**src/rtl/matrix_ram_arbiter.sv**
```systemverilog
// Round-robin arbiter and burst sequencer sharing the matrix RAM read port
// among four row-processor lanes; returned data is steered back per lane.
module matrix_ram_arbiter #(
    parameter int ADDR_W = 8,
    parameter int DATA_W = 8,
    parameter int LEN_W  = 4
) (
    input  logic                  clk,
    input  logic                  reset,
    input  logic [3:0]            req_i,
    input  logic [4*ADDR_W-1:0]   base_i,
    input  logic [4*LEN_W-1:0]    len_i,
    output logic                  ram_rd_en_o,
    output logic [ADDR_W-1:0]     ram_addr_o,
    input  logic [DATA_W-1:0]     ram_rdata_i,
    output logic [3:0]            grant_o,
    output logic [DATA_W-1:0]     rd_data_o,
    output logic [3:0]            rd_valid_o,
    output logic [3:0]            done_o,
    output logic                  busy_o
);

    typedef enum logic [1:0] {
        IDLE  = 2'd0,
        BURST = 2'd1,
        DRAIN = 2'd2
    } state_t;

    localparam logic [LEN_W-1:0] LEN_ONE = LEN_W'(1);

    state_t              state_q, state_d;
    logic [1:0]          rr_ptr_q, rr_ptr_d;
    logic [1:0]          owner_q, owner_d;
    logic [LEN_W-1:0]    cnt_q, cnt_d;
    logic [LEN_W-1:0]    len_q, len_d;
    logic [ADDR_W-1:0]   base_q, base_d;
    logic [ADDR_W-1:0]   addr_q, addr_d;
    logic                rd_en_q, rd_en_d;
    logic [3:0]          grant_q, grant_d;
    logic [3:0]          done_q, done_d;
    logic                zero_len_q, zero_len_d;
    logic [3:0]          rd_valid_q;
    logic [DATA_W-1:0]   rd_data_q;

    logic                found;
    logic [1:0]          winner;
    logic [1:0]          idx;
    logic [ADDR_W-1:0]   base_sel;
    logic [LEN_W-1:0]    len_sel;
    logic [LEN_W-1:0]    cnt_inc;

    // Round-robin search starting at rr_ptr; first requesting lane wins.
    always_comb begin
        found  = 1'b0;
        winner = rr_ptr_q;
        idx    = rr_ptr_q;
        for (int i = 0; i < 4; i++) begin
            idx    = rr_ptr_q + 2'(i);
            winner = (req_i[idx] && !found) ? idx : winner;
            found  = found | req_i[idx];
        end
        base_sel = base_i[winner*ADDR_W +: ADDR_W];
        len_sel  = len_i[winner*LEN_W +: LEN_W];
    end

    assign cnt_inc = cnt_q + LEN_ONE;

    // Next-state and registered-output decode for the burst sequencer.
    always_comb begin
        state_d    = state_q;
        rr_ptr_d   = rr_ptr_q;
        owner_d    = owner_q;
        cnt_d      = cnt_q;
        len_d      = len_q;
        base_d     = base_q;
        zero_len_d = zero_len_q;
        grant_d    = grant_q;
        rd_en_d    = 1'b0;
        addr_d     = {ADDR_W{1'b0}};
        done_d     = 4'b0000;
        case (state_q)
            IDLE: begin
                if (found) begin
                    owner_d = winner;
                    grant_d = 4'b0001 << winner;
                    base_d  = base_sel;
                    len_d   = len_sel;
                    cnt_d   = {LEN_W{1'b0}};
                    if (len_sel == {LEN_W{1'b0}}) begin
                        state_d    = DRAIN;
                        zero_len_d = 1'b1;
                    end else begin
                        state_d    = BURST;
                        zero_len_d = 1'b0;
                        rd_en_d    = 1'b1;
                        addr_d     = base_sel;
                    end
                end else begin
                    grant_d = 4'b0000;
                end
            end
            BURST: begin
                if (cnt_q == (len_q - LEN_ONE)) begin
                    state_d = DRAIN;
                    done_d  = grant_q;
                end else begin
                    cnt_d   = cnt_inc;
                    rd_en_d = 1'b1;
                    addr_d  = base_q + ADDR_W'(cnt_inc);
                end
            end
            DRAIN: begin
                // A zero-length burst spends an extra DRAIN cycle so done_o
                // follows the grant instead of coinciding with it.
                if (zero_len_q) begin
                    zero_len_d = 1'b0;
                    done_d     = grant_q;
                end else begin
                    state_d  = IDLE;
                    grant_d  = 4'b0000;
                    rr_ptr_d = owner_q + 2'd1;
                end
            end
            default: begin
                state_d    = IDLE;
                grant_d    = 4'b0000;
                zero_len_d = 1'b0;
            end
        endcase
    end

    // State, pointer and request-side output registers.
    always_ff @(posedge clk or negedge reset) begin
        if (!reset) begin
            state_q    <= IDLE;
            rr_ptr_q   <= 2'd0;
            owner_q    <= 2'd0;
            cnt_q      <= {LEN_W{1'b0}};
            len_q      <= {LEN_W{1'b0}};
            base_q     <= {ADDR_W{1'b0}};
            addr_q     <= {ADDR_W{1'b0}};
            rd_en_q    <= 1'b0;
            grant_q    <= 4'b0000;
            done_q     <= 4'b0000;
            zero_len_q <= 1'b0;
        end else begin
            state_q    <= state_d;
            rr_ptr_q   <= rr_ptr_d;
            owner_q    <= owner_d;
            cnt_q      <= cnt_d;
            len_q      <= len_d;
            base_q     <= base_d;
            addr_q     <= addr_d;
            rd_en_q    <= rd_en_d;
            grant_q    <= grant_d;
            done_q     <= done_d;
            zero_len_q <= zero_len_d;
        end
    end

    // Read-return path: data and lane valid land one cycle after each strobe.
    always_ff @(posedge clk or negedge reset) begin
        if (!reset) begin
            rd_valid_q <= 4'b0000;
            rd_data_q  <= {DATA_W{1'b0}};
        end else begin
            rd_valid_q <= grant_q & {4{rd_en_q}};
            rd_data_q  <= rd_en_q ? ram_rdata_i : {DATA_W{1'b0}};
        end
    end

    assign ram_rd_en_o = rd_en_q;
    assign ram_addr_o  = addr_q;
    assign grant_o     = grant_q;
    assign done_o      = done_q;
    assign rd_valid_o  = rd_valid_q;
    assign rd_data_o   = rd_data_q;
    assign busy_o      = (state_q != IDLE);

endmodule

```
**config.mk**
```make
export PLATFORM = sky130hd
export DESIGN_NAME = matrix_ram_arbiter
export DESIGN_NICKNAME = d
export VERILOG_FILES = /design/src/rtl/matrix_ram_arbiter.sv
export SDC_FILE = /design/constraint.sdc
export NUM_CORES = 1
export LEC_CHECK = 0
export ABC_AREA = 1
export CAP_MARGIN = 20
export CORE_UTILIZATION = 35
export CTS_BUF_LIST = sky130_fd_sc_hd__clkbuf_16
export CTS_CLUSTER_SIZE = 30
export DETAILED_ROUTE_END_ITERATION = 12
export MAX_ROUTING_LAYER = met4
export PLACE_DENSITY_LB_ADDON = 0.15
export SYNTH_ARGS = -nofsm -noshare
export SYNTH_HDL_FRONTEND = slang
export SYNTH_SLANG_ARGS = --single-unit
```
**constraint.sdc**
```tcl
create_clock -name clk -period 6.4 [get_ports clk]
set_input_delay 1.92 -clock clk [delete_from_list [all_inputs] [get_ports clk]]
set_output_delay 1.92 -clock clk [all_outputs]
set_load 0.02 [all_outputs]
```
==> metrics <==
status=complete, no violations; Tmin final=4490 ps; Detail Route Antenna Nets=0; Slew headroom=0.428; simple-gate share of the synthesized area=0.345; Initial Util=0.368; Slew @ Worst Pin=about 850 ps; syn nets=between 500 and 600; Core Region=between 8000 and 9000 um2; synth warn=0; Crit Path Category=primary input to flop; Post-Syn Instances=440; clock latency on the worst-skew pair=roughly 290 ps; IO Pins=92; DRC=0; Core Util, Final=0.494; max-cap violations=0; power density cells=~560 nW/um2; Longest Clk Path Bufs=2; largest net degree at the start of global routing=53; kind of end point of the critical path=flop; Synth Area in Adders=0.0406; Area growth syn-to-layout=34.2%; Crit path buffers/inverters=2; Crit path max-delay family=simple AND/OR/NAND/NOR gates; CTS tree=built; WL/cell=~12 um; Die Span Y=98.7 um; root buf cell=clkbuf_16; CP Data Required Time=between 6000 and 7000 ps; clk sink count=52; crit path DAT=between 4000 and 5000 ps; cell area after synthesis=3270 um2; final max-slew violation count=0; drt initial violations=176; diode count=0; share of cells above drive strength 1=0.0873; pre-CTS WS=between 1500 and 2000 ps; critical path's largest stage delay=roughly 650 ps; maximum VDD drop=0.374 mV; Worst-path clk slew=70 ps; CTS Hold Bufs=0; CP Launch Type=primary input; multiplexer area fraction after synthesis=0; Netlist cell types=33; CTS resizes=0; global-route wire length before repair=between 10000 and 15000 um; Final #Nets=about 600; vias in the first global route=~2800; # setup viols final=0; initial antenna violation count=0; Compound-Gate Fraction of Synth Area=0.0998; CP cell instances=clkdlybuf4s50_1 -> nand2_2 -> nand2_2 -> nand2_2 -> nand2_4 -> nor2_4 -> nand2_1 -> nor2_1 -> nor2_1 -> inv_1 -> nor2_1 -> a21boi_0 -> o21ai_0; fmax=between 200 and 250 MHz; Fin Setup TNS=0 ps; fin crit share=0.701; DP HPWL=between 5000 and 6000 um; Leakage Power=roughly 2.2 nW; clk_skew=7.43 ps; Worst path slowest cell=nor2_1; Final Worst Setup Slack=around 1900 ps; endpoints failing hold=0; total CTS buffers=5; Mapped Avg Cell Area=roughly 7.4 um2; H-tree depth=2; Die W=roughly 99 um; IO Port Bufs=91; Row Count=34; RePlAce Congestion=~0.87; Post-CTS Setup Bufs=0; Hold Path Class=flop to flop; CP max FO=23; combinational family with the most area after synthesis=simple AND/OR/NAND/NOR gates; Post-Route WL=7890 um; xor and xnor area share after synthesis=0.0295; Seq/Total Area, Yosys=0.398; Congestion Overflow GR=0; Yosys reg bits=52; via/cell ratio=between 4 and 5; area of the die=about 10000 um2; vias post-DR=between 2000 and 3000; Pre-antenna DRT Iters=4; total track usage=0.178; RSZ-0062 raised after global routing=false
[cells in the final DEF, fill, tap and decap left out, types with 2 or more instances in the layout]
cell             count
o21bai_1             3
a21oi_1              9
xor2_1               6
o21ai_0             25
nand2_2             18
xnor2_1              5
nor2_1              44
nand2_4              5
dfrtp_1             52
nand3_2              2
ha_1                 9
nor2_4               3
o21ai_1             16
or2_2                2
a31oi_1              2
inv_1               45
clkdlybuf4s50_1     90
nand3_1             32
o31ai_1              2
clkbuf_16            5
nand4_4              2
a21boi_0             2
nand2_1            134
nor2_2               2
[through the flow]
step,cell area [um2],hold WS [ps],power [mW],std cells
detailed placement,4220,480,2.15,627
global placement,4220,474,2.12,627
CTS,4390,498,2.46,635
finish,4390,503,2.44,635
floorplan,3270,457,1.78,440
global route,4390,535,2.69,635
[power by group]
group / internal, mW / leakage [nW] / switching (mW)
logic: 0.547 / 1.44 / 1.04
clock network: 0.184 / 0.0814 / 0.121
registers: 0.453 / 0.668 / 0.0927
total: 1.18 / 2.19 / 1.25
[routing by layer]
metal | global-route usage | part of all wire | wire length (um)
met2 | 0.268 | 0.43 | 3380
met1 | 0.255 | 0.51 | 4030
met3 | 0.0199 | 0.049 | 383
met4 | 0.0505 | 0.012 | 95
met5 | - | 0 | 0
[worst register-to-register path, cell delays in order, from the launching register on]
cell and delay, ps:
dfrtp_1 600, inv_2 260, nand2_1 90, nand2_2 130, nand2_2 80, nand2_4 110
nor2_4 50, nand2_1 50, nor2_1 50, nor2_1 650, inv_1 580, nor2_1 250
a21boi_0 110, o21ai_0 160
[final timing paths]
kind                             startpoint            end  slack (ps)  cells after the start
worst max-delay path               req_i[0]     grant_o[1]        1910                     13
worst min-delay path              base_q[2]      base_q[2]         500                      2
worst max register to register  rr_ptr_q[0]     grant_o[1]        3150                     13
worst min register to register    base_q[2]      base_q[2]         500                      2
max in group asynchronous             reset  ram_addr_o[7]        4220                      2
min in group asynchronous             reset      done_o[0]        1740                      2
[area by class of cell]
cell class / instances / area, um2
Fill cell: 876 / 4500
Multi-Input combinational cell: 327 / 1690
Sequential cell: 52 / 1300
Timing Repair Buffer: 92 / 913
Inverter: 48 / 188
Tap cell: 108 / 135
Clock buffer: 5 / 125
Clock inverter: 3 / 42.5
[logic make-up (layout without fill, tap and decap cells)]
kind of cell               count (synthesis)  count (layout)
adders and majority gates                 10              10
DFF                                       52              52
xor gates and xnor gates                  11              11
and+or+nand+nor                          246             246
buffers and inverters                     61             148
AOI/OAI and AO/OA                         60              60
[sequential cells by signal (all words and copies together) (netlist names)]
register and cells:
base_q 8, rd_valid_o 4, owner_q 2, ram_addr_o 8
rd_data_o 8, zero_len_q 1, done_o 4, cnt_q 4
rr_ptr_q 2, state_q 2, grant_o 4, ram_rd_en_o 1
len_q 4
[Yosys cell counts]
| master | count | area share |
|---|---|---|
| a21boi_0 | 2 | 0.0046 |
| a21oi_1 | 9 | 0.014 |
| a31oi_1 | 2 | 0.0038 |
| buf_1 | 1 | 0.0011 |
| buf_2 | 2 | 0.0031 |
| buf_6 | 6 | 0.021 |
| clkbuf_1 | 4 | 0.0046 |
| dfrtp_1 | 52 | 0.40 |
| fa_1 | 1 | 0.0061 |
| ha_1 | 9 | 0.034 |
| inv_1 | 45 | 0.052 |
| inv_2 | 1 | 0.0011 |
| inv_4 | 1 | 0.0019 |
| inv_6 | 1 | 0.0027 |
| nand2_1 | 134 | 0.15 |
| nand2_2 | 18 | 0.034 |
| nand2_4 | 5 | 0.017 |
| nand2b_1 | 1 | 0.0019 |
| nand3_1 | 32 | 0.049 |
| nand3_2 | 2 | 0.0061 |
| nand4_4 | 2 | 0.013 |
| nor2_1 | 44 | 0.050 |
| nor2_2 | 2 | 0.0038 |
| nor2_4 | 3 | 0.010 |
| nor3_1 | 1 | 0.0015 |
| o2111a_1 | 1 | 0.0034 |
| o21ai_0 | 25 | 0.038 |
| o21ai_1 | 16 | 0.024 |
| o21bai_1 | 3 | 0.0069 |
| o31ai_1 | 2 | 0.0046 |
| or2_2 | 2 | 0.0038 |
| xnor2_1 | 5 | 0.013 |
| xor2_1 | 6 | 0.016 |
Note: power is estimated with default switching activity, not from simulation.
